===== config.mk =====
export PLATFORM = sky130hd
export DESIGN_NAME = imem_boot_loader_flat
export DESIGN_NICKNAME = d
export VERILOG_FILES = /design/src/rtl/imem_boot_loader_pkg.sv /design/src/rtl/imem_boot_loader_if.sv /design/src/rtl/imem_boot_loader_flash_hw_reader.sv /design/src/rtl/imem_boot_loader.sv /design/src/flat_wrapper.sv
export SDC_FILE = /design/constraint.sdc
export NUM_CORES = 1
export LEC_CHECK = 0
export ABC_AREA = 1
export BUFFER_PORTS_ARGS = -buffer_cell sky130_fd_sc_hd__buf_2
export CORE_MARGIN = 4
export CORE_UTILIZATION = 40
export CTS_BUF_LIST = sky130_fd_sc_hd__clkbuf_8
export CTS_CLUSTER_DIAMETER = 60
export CTS_CLUSTER_SIZE = 16
export DETAILED_ROUTE_END_ITERATION = 8
export SLEW_MARGIN = 25
export SYNTH_ARGS = -nofsm -noshare
export SYNTH_HDL_FRONTEND = slang
export SYNTH_SLANG_ARGS = --single-unit
export TNS_END_PERCENT = 50

===== constraint.sdc =====
create_clock -name clk125 -period 1.95 [get_ports clk125]
set_input_delay 0.195 -clock clk125 [delete_from_list [all_inputs] [get_ports clk125]]
set_output_delay 0.195 -clock clk125 [all_outputs]
set_load 0.02 [all_outputs]

===== src/rtl/imem_boot_loader_pkg.sv =====
// Shared definitions for the imem boot loader: image geometry, flash timing default,
// FSM state encoding and the wait-counter sizing helper.
package imem_boot_loader_pkg;

    localparam int IMEM_WORDS   = 2048;
    localparam int IMEM_AW      = 11;
    localparam int DEF_WAIT_CYC = 3;
    localparam int FLASH_AW     = 26;

    typedef enum logic [2:0] {
        ST_IDLE    = 3'd0,
        ST_SET_LO  = 3'd1,
        ST_WAIT_LO = 3'd2,
        ST_SET_HI  = 3'd3,
        ST_WAIT_HI = 3'd4,
        ST_WRITE   = 3'd5,
        ST_DONE    = 3'd6
    } state_e;

    // Counter must hold WAIT_CYC-1; keep at least one bit when WAIT_CYC is 1.
    function automatic int cnt_width(input int wait_cyc);
        return (wait_cyc > 1) ? $clog2(wait_cyc) : 1;
    endfunction

endpackage


===== src/rtl/imem_boot_loader_if.sv =====
// Flash read bus plus imem write port driven by the boot loader (master) and
// served by the flash device / instruction memory (slave).
interface imem_boot_loader_if
    import imem_boot_loader_pkg::*;
#(
    parameter int AW = IMEM_AW
);
    logic [FLASH_AW-1:0] MemAdr;
    logic [15:0]         MemDB;
    logic                flash_oe_n;
    logic                wr_en;
    logic [AW-1:0]       wr_addr;
    logic [31:0]         wr_data;

    modport master (
        output MemAdr, flash_oe_n, wr_en, wr_addr, wr_data,
        input  MemDB
    );

    modport slave (
        input  MemAdr, flash_oe_n, wr_en, wr_addr, wr_data,
        output MemDB
    );
endinterface


===== src/rtl/imem_boot_loader_flash_hw_reader.sv =====
// Single halfword flash read: latches the address on req, waits WAIT_CYC cycles,
// then raises ack for one cycle while data carries the flash bus value.
module flash_hw_reader
    import imem_boot_loader_pkg::*;
#(
    parameter int                  WAIT_CYC   = DEF_WAIT_CYC,
    parameter logic [FLASH_AW-1:0] RESET_ADDR = '0
) (
    input  logic                clk125,
    input  logic                clrn,
    input  logic                req,
    input  logic [FLASH_AW-1:0] addr,
    output logic [FLASH_AW-1:0] mem_adr,
    input  logic [15:0]         mem_db,
    output logic [15:0]         data,
    output logic                ack
);
    localparam int            CW       = cnt_width(WAIT_CYC);
    localparam logic [CW-1:0] CNT_LOAD = CW'(WAIT_CYC - 1);

    logic [CW-1:0] cnt;
    logic          active;

    // NOTE: sequential state uses non-blocking assignments so every flop samples
    // the pre-edge values, independent of statement order.
    always_ff @(posedge clk125 or negedge clrn) begin
        if (!clrn) begin
            mem_adr <= RESET_ADDR;
            cnt     <= '0;
            active  <= 1'b0;
        end else if (req) begin
            mem_adr <= addr;
            cnt     <= CNT_LOAD;
            active  <= 1'b1;
        end else if (active) begin
            if (cnt == '0) active <= 1'b0;
            else           cnt    <= cnt - 1'b1;
        end
    end

    // Ack lands in the WAIT_CYC-th cycle after the address change, when MemDB is valid.
    assign ack  = active && (cnt == '0);
    assign data = mem_db;

endmodule


===== src/rtl/imem_boot_loader.sv =====
// Boot-time flash-to-imem copier; holds the CPU in reset until the image is loaded.
// Optional BOOT_CHECKSUM_EN adds a running 32-bit sum of the written words.
module imem_boot_loader
    import imem_boot_loader_pkg::*;
#(
    parameter int                  WORDS      = IMEM_WORDS,
    parameter int                  AW         = IMEM_AW,
    parameter int                  WAIT_CYC   = DEF_WAIT_CYC,
    parameter logic [FLASH_AW-1:0] FLASH_BASE = '0
) (
    input  logic                clk125,
    input  logic                clrn,
    input  logic                start,
    imem_boot_loader_if.master  bus,
    output logic                busy,
    output logic                done,
    output logic                cpu_resetn,
    output logic [31:0]         checksum
);
    localparam logic [AW-1:0] LAST_IDX = AW'(WORDS - 1);

    state_e              state;
    logic [AW-1:0]       idx;
    logic [15:0]         lo;
    logic                start_d;
    logic                start_rise;
    logic                rd_req;
    logic                rd_ack;
    logic [15:0]         rd_data;
    logic [FLASH_AW-1:0] rd_addr;
    logic [FLASH_AW-1:0] mem_adr;
    logic                oe_n_q;
    logic                wr_en_q;
    logic [AW-1:0]       wr_addr_q;
    logic [31:0]         wr_data_q;

    assign start_rise = start & ~start_d;
    assign rd_req     = (state == ST_SET_LO) || (state == ST_SET_HI);
    // Halfword address wraps modulo 2^26 by construction of the 26-bit sum.
    assign rd_addr    = FLASH_BASE + (FLASH_AW'(idx) << 1) + FLASH_AW'(state == ST_SET_HI);

    flash_hw_reader #(
        .WAIT_CYC   (WAIT_CYC),
        .RESET_ADDR (FLASH_BASE)
    ) u_reader (
        .clk125  (clk125),
        .clrn    (clrn),
        .req     (rd_req),
        .addr    (rd_addr),
        .mem_adr (mem_adr),
        .mem_db  (bus.MemDB),
        .data    (rd_data),
        .ack     (rd_ack)
    );

    always_ff @(posedge clk125 or negedge clrn) begin
        if (!clrn) begin
            state     <= ST_IDLE;
            idx       <= '0;
            lo        <= '0;
            start_d   <= 1'b0;
            oe_n_q    <= 1'b1;
            wr_en_q   <= 1'b0;
            wr_addr_q <= '0;
            wr_data_q <= '0;
            busy      <= 1'b0;
            done      <= 1'b0;
        end else begin
            start_d <= start;
            wr_en_q <= 1'b0;
            case (state)
                ST_IDLE: begin
                    busy  <= 1'b1;
                    idx   <= '0;
                    state <= ST_SET_LO;
                end
                ST_SET_LO: begin
                    oe_n_q <= 1'b0;
                    state  <= ST_WAIT_LO;
                end
                ST_WAIT_LO: begin
                    if (rd_ack) begin
                        lo    <= rd_data;
                        state <= ST_SET_HI;
                    end
                end
                ST_SET_HI: state <= ST_WAIT_HI;
                ST_WAIT_HI: begin
                    // Strobe is raised on entry so it is high exactly for the WRITE cycle.
                    if (rd_ack) begin
                        wr_en_q   <= 1'b1;
                        wr_addr_q <= idx;
                        wr_data_q <= {rd_data, lo};
                        state     <= ST_WRITE;
                    end
                end
                ST_WRITE: begin
                    if (idx == LAST_IDX) begin
                        busy   <= 1'b0;
                        done   <= 1'b1;
                        oe_n_q <= 1'b1;
                        state  <= ST_DONE;
                    end else begin
                        idx   <= idx + 1'b1;
                        state <= ST_SET_LO;
                    end
                end
                ST_DONE: begin
                    if (start_rise) begin
                        done  <= 1'b0;
                        busy  <= 1'b1;
                        idx   <= '0;
                        state <= ST_SET_LO;
                    end
                end
                default: state <= ST_IDLE;
            endcase
        end
    end

`ifdef BOOT_CHECKSUM_EN
    logic [31:0] sum;
    logic        load_start;

    assign load_start = (state == ST_IDLE) || ((state == ST_DONE) && start_rise);

    always_ff @(posedge clk125 or negedge clrn) begin
        if (!clrn)                  sum <= '0;
        else if (load_start)        sum <= '0;
        else if (state == ST_WRITE) sum <= sum + wr_data_q;
    end

    assign checksum = sum;
`else
    assign checksum = '0;
`endif

    assign cpu_resetn     = done;
    assign bus.MemAdr     = mem_adr;
    assign bus.flash_oe_n = oe_n_q;
    assign bus.wr_en      = wr_en_q;
    assign bus.wr_addr    = wr_addr_q;
    assign bus.wr_data    = wr_data_q;

endmodule


===== src/flat_wrapper.sv =====
// flat-port wrapper written by rule: the top's interface ports become plain ports
module imem_boot_loader_flat import imem_boot_loader_pkg::*;
#(
    parameter int                  WORDS      = IMEM_WORDS,
    parameter int                  AW         = IMEM_AW,
    parameter int                  WAIT_CYC   = DEF_WAIT_CYC,
    parameter logic [FLASH_AW-1:0] FLASH_BASE = '0
)
  (clk125, clrn, start, busy, done, cpu_resetn, checksum, bus_MemAdr, bus_flash_oe_n, bus_wr_en, bus_wr_addr, bus_wr_data, bus_MemDB);
  imem_boot_loader_if #(.AW(AW)) bus_i ();
  input  logic clk125;
  input  logic clrn;
  input  logic start;
  output logic busy;
  output logic done;
  output logic cpu_resetn;
  output logic [31:0] checksum;
  output wire logic [$bits(bus_i.MemAdr)-1:0] bus_MemAdr;
  output wire logic [$bits(bus_i.flash_oe_n)-1:0] bus_flash_oe_n;
  output wire logic [$bits(bus_i.wr_en)-1:0] bus_wr_en;
  output wire logic [$bits(bus_i.wr_addr)-1:0] bus_wr_addr;
  output wire logic [$bits(bus_i.wr_data)-1:0] bus_wr_data;
  input wire logic [$bits(bus_i.MemDB)-1:0] bus_MemDB;
  assign bus_MemAdr = bus_i.MemAdr;
  assign bus_flash_oe_n = bus_i.flash_oe_n;
  assign bus_wr_en = bus_i.wr_en;
  assign bus_wr_addr = bus_i.wr_addr;
  assign bus_wr_data = bus_i.wr_data;
  assign bus_i.MemDB = bus_MemDB;
  imem_boot_loader #(.WORDS(WORDS), .AW(AW), .WAIT_CYC(WAIT_CYC), .FLASH_BASE(FLASH_BASE)) u_core (.clk125(clk125), .clrn(clrn), .start(start), .bus(bus_i), .busy(busy), .done(done), .cpu_resetn(cpu_resetn), .checksum(checksum));
endmodule

# [After elaboration in Yosys (flattened, before gate mapping)]
# Cells that the tools add are included.
[totals] register_bits=107 input_bits=19 output_inout_bits=106 word_cells=70
[op_classes] addsub=3 n_eq_ne=13 n_mux=23 bitwise_logic=2 reduce_logical=16
[op_table] op="11-bit one-hot mux with 3 select lines" count=1
[op_table] op="11-bit 2-to-1 mux" count=2
[op_table] op="3-bit one-hot mux with 7 select lines" count=1
[op_table] op="12-bit by 1-bit adder with 13-bit output" count=1
[op_table] op="3-bit 2-to-1 mux" count=4
[op_table] op="3-bit AND reduction" count=4
[op_table] op="11-bit by 1-bit adder with 11-bit output, second input constant" count=1
[op_table] op="11-bit equality test, second input constant" count=1
[op_table] op="2-bit by 1-bit != test with 1-bit output, second input constant" count=5
[op_table] op="3-bit equality test, second input constant" count=3
[op_table] op="1-bit 2-to-1 mux" count=9
[op_table] op="2-bit AND reduction" count=4
[op_table] op="3-bit by 2-bit equality test with 1-bit output, second input constant" count=2
[op_table] op="2-bit 2-to-1 mux" count=3
[op_table] op="2-bit nonzero test" count=3
[op_table] op="1-bit one-hot mux with 2 select lines" count=2
[op_table] op="3-bit by 1-bit equality test with 1-bit output, second input constant" count=1
[op_table] op="3-bit logical NOT" count=1
[op_table] op="1-bit one-hot mux with 3 select lines" count=1
[op_table] op="3-bit nonzero test" count=1
[op_table] op="2-bit logical NOT" count=1
[op_table] op="2-bit != test, second input constant" count=1
[op_table] op="2-bit by 1-bit subtractor with 2-bit output, second input constant" count=1
[op_table] op="1-bit bitwise AND" count=1
[op_table] op="3 further kinds" count=3

# [Depth between registers and ports, before layout]
[depth] ltp_word=4 depth_mapped=9 mapped_depth_nobuf=8

# [Cells and area by module]
# Synthesis repeated with hierarchy kept, for this count alone.
[unflattened] hier_cells=504 hier_area_um2=4843.4
[by_module_without_submodules] mod="imem_boot_loader" instances=1 cells_each=355 area_each_um2=3565.9 seq_area_each_um2=1953.1
[by_module_without_submodules] mod="flash_hw_reader" instances=1 cells_each=149 area_each_um2=1277.5 seq_area_each_um2=725.7

# [Worst setup path after synthesis]
# OpenSTA, ideal clock, no wires.
[synth_timing] path_type="reg-to-reg" start="register u_core.u_reader.cnt[0]" end="register u_core.wr_addr_q[3], in the netlist u_core.bus.wr_addr[3]" setup_ns=0.126 arrival_time_ns=1.269 t_required_ns=1.824 slack_ns=0.555 stages_incl_launch_ff=9 path_buffers=1 period_less_slack_ns=1.395 path_cell_list="dfrtp_1 inv_1 ha_1 nand2_1 nor2_4 inv_2 buf_2 nand2_1 o21ai_1"
[synth_between] elab_chain_cells=3
[synth_lines] element="from (decl)" line="imem_boot_loader_flash_hw_reader.sv:21" text="logic [CW-1:0] cnt;"
[synth_lines] element="from (signal assigned)" line="imem_boot_loader_flash_hw_reader.sv:37" text="else cnt <= cnt - 1'b1;"
[synth_lines] element="2-bit logical NOT" line="imem_boot_loader_flash_hw_reader.sv:42" text="assign ack = active && (cnt == '0);"
[synth_lines] element="1-bit logical AND" line="imem_boot_loader_flash_hw_reader.sv:42"
[synth_lines] element="2-bit AND reduction (no line)"
[synth_lines] element="to (signal assigned)" line="imem_boot_loader.sv:92" text="wr_addr_q <= idx;"
[synth_lines] element="to (decl)" line="imem_boot_loader.sv:34" text="logic [AW-1:0] wr_addr_q;"
# Every way passes these cells.
# A chain may end at the register's enable or synchronous reset.

# [Final worst setup path]
[layout_timing] start="register u_core.idx[0]" end="register u_core.state[1]"
[layout_between] elab_chain_cells=3
[layout_lines] element="from (decl)" line="imem_boot_loader.sv:23" text="logic [AW-1:0] idx;"
[layout_lines] element="from (signal assigned)" line="imem_boot_loader.sv:104" text="idx <= idx + 1'b1;"
[layout_lines] element="11-bit equality test" line="imem_boot_loader.sv:98" text="if (idx == LAST_IDX) begin"
[layout_lines] element="3-bit 2-to-1 mux" line="imem_boot_loader.sv:98"
[layout_lines] element="3-bit one-hot mux with 7 select lines" line="imem_boot_loader.sv:71" text="case (state)"
[layout_lines] element="to (signal assigned)" line="imem_boot_loader.sv:75" text="state <= ST_SET_LO;"
[layout_lines] element="to (signal assigned)" line="imem_boot_loader.sv:102" text="state <= ST_DONE;"
[layout_lines] element="to (signal assigned)" line="imem_boot_loader.sv:105" text="state <= ST_SET_LO;"
[layout_lines] element="to (decl)" line="imem_boot_loader.sv:22" text="state_e state;"
# Every way passes these cells.

==> metrics <==
Core ar. 0.0103 mm^2; antenna-violating nets left 0; vias 3059; die span in x 110 um; Ys Warns 0; Die H 110 um; status completed; worst path bufs/invs 0; Util after Layout 0.464; Critical Setup Path Class reg -> reg; data required time of the worst path 2.21 ns; vias in the first global route 2858; Cell variety after synth 32; register bit count reported by yosys 93; Syn Inst Count 467; CP top delay family simple AND/OR/NAND/NOR gates; I/O pins 125; Setup WS post-layout 0.294 ns; Post-Layout Cell Count 687; cell repeated most along the worst path o21ai_0; post-cts resize count 0; Worst Setup Start Kind register; crit-path max FO 9; WL final 8.40 mm; drt wl/cell 12.2 um; P&R area growth vs syn 13.5%; sequential fraction of the synthesis area 0.554; maximum VDD drop 0.285 mV; RSZ-0062 raised after global routing false; Post-CTS Setup Bufs 0; MaxCap Viol Count 0; DRC viols 0; final worst clock skew 0.0128 ns; Inserted Diodes 0; # hold bufs at CTS 2; Initial Utilization 0.409; clk root buf clkbuf_8; Final min period 1.66 ns; CP Depth 7; share of total power in the clock network 0.362; Final Power 3.58 mW; worst r2r path cells 7; CTS tree done; Inst Count DP 670; post-synthesis cell area 0.00420 mm^2; Synth top area share 0.548; area leader, netlist dfrtp_1; Most used DFF post-synth dfrtp_1; # fillers 1045; total gr overflow 0; slowest cell on the critical path dfrtp_1; Detail Placement HPWL 6.09 mm; Final Cell Area 0.00477 mm^2; IO Port Bufs 78; CTS Buffer Depth 2; Comb pwr share 0.078; layout cells sized above 1 0.220; first-pass GRT wire length 14.2 mm; routability congestion estimate from global placement 0.829; Hold WS 0.0952 ns; setup TNS 0 ns; Worst EP arrival 1.92 ns; Iter 0 DRT Violations 150; Num CTS Buffers 9; Worst-Skew Late Latency 0.35 ns; Fin. Hold Viols 0; Worst Hold Depth 3; ys async rst share 1.00; Post-Syn Area per Cell 8.99 um^2; CTS Sinks 93; top-count cell post-synth nand2_1; Reg power frac 0.561; H-tree levels 3; First-pass DRT Iterations 4; via-per-instance ratio 4.45; switching portion of total power 0.253; clock slew at reported path FFs 0.09 ns; crit-path cells ha_1 > nand2_1 > nor2_4 > nand3_1 > nor2_1 > o21ai_0 > o21ai_0; max-slew violations 0; die area 0.0122 mm^2; Pwr Density 750 mW/mm^2; initial antenna violation count 0; top cells by count, synth nand2_1, dfrtp_1, buf_4; Rows 37; critical path capture point type register; reported leakage power 2.50 nW; Max Freq 0.604 GHz; Area after DPL 0.00455 mm^2; fin crit share 0.849; Final setup viols 0; net switching power 904 uW; Hold/Removal Path Class in -> reg; GRT Total Usage 0.139; largest net degree at the start of global routing 47; top cells by area, synth dfrtp_1, nand2_1, buf_4, o21ai_1, o21ai_0; CP max stage delay 0.50 ns; dpl ws 0.338 ns; Pint 2.67 mW; Post-synth EDFFs 0; fin nets 568
[layer usage]
metal  track usage  part of all wire
met1         0.192              0.47
met5             0                 0
met4        0.0419             0.010
met2         0.219              0.47
met3        0.0290             0.047
[tightest hold or removal path, delay by kind of cell]
family | cells | cell delay (ns)
buffers and inverters | 2 | 0.16
AO/OA/AOI/OAI | 1 | 0.06
[flip-flops by register name, indices dropped and copies added (netlist names), 2 cells and up]
register                 flops
u_core.bus.wr_addr          11
u_core.idx                  11
u_core.u_reader.mem_adr     12
u_core.state                 3
u_core.u_reader.cnt          2
u_core.bus.wr_data          32
u_core.lo                   16
[cell type report]
cell class	instances	area, um^2	area share
clock inverters	5	60.1	0.0126
repair buffers	87	478	0.100
flip-flops and latches	93	2330	0.488
clock buffers	10	138	0.0289
well taps	136	170	0.0357
multi-input cells	317	1450	0.303
inverters	39	148	0.0310
[cells by family (layout without fill, tap and decap cells)]
logic type	after synthesis	in the layout	share of synthesized area
AO/OA/AOI/OAI	73	73	0.0912
XOR/XNOR	3	3	0.00626
adder cells (fa/ha/maj)	2	2	0.00596
buffers and inverters	102	141	0.141
flip-flops	93	93	0.554
other	1	46	0.000893
AND/OR/NAND/NOR	193	193	0.200
[path summary, 6_finish.rpt]
path,startpoint,to,slack [ns]
max in group asynchronous,clrn,u_core.bus.flash_oe_n$_DFFE_PN1P_,0.97
hold / removal,bus_MemDB[2],u_core.bus.wr_data[18]$_DFFE_PN0P_,0.1
hold reg to reg,u_core.bus.wr_data[12]$_DFFE_PN0P_,u_core.bus.wr_data[12]$_DFFE_PN0P_,0.48
setup reg to reg,u_core.idx[0]$_DFFE_PN0P_,u_core.state[1]$_DFFE_PN0P_,0.29
setup / recovery,u_core.idx[0]$_DFFE_PN0P_,u_core.state[1]$_DFFE_PN0P_,0.29
min in group asynchronous,clrn,u_core.bus.wr_data[11]$_DFFE_PN0P_,0.29
[power groups by stage]
| stage | Sequential, mW | Clock (mW) | Combinational (mW) |
|---|---|---|---|
| floorplan | 2.08 | 0 | 0.194 |
| global placement | 2.04 | 0 | 0.275 |
| detailed placement | 2.04 | 0 | 0.277 |
| CTS | 2.01 | 1.34 | 0.281 |
| global route | 2.01 | 1.41 | 0.309 |
| finish | 2.01 | 1.29 | 0.277 |
[placed cells by master (no fill, tap or decap), types with 3 or more instances in the layout]
master and instances:
clkbuf_8 10, conb_1 46, o21ai_0 32, buf_4 7, nor2_4 4, nor2_1 12, o21ai_2 3, o21ai_1 35
xor2_1 3, inv_1 35, inv_2 3, dfrtp_1 92, buf_2 77, nand2_1 148, nand3_1 15
(Power assumes the default switching activity.)
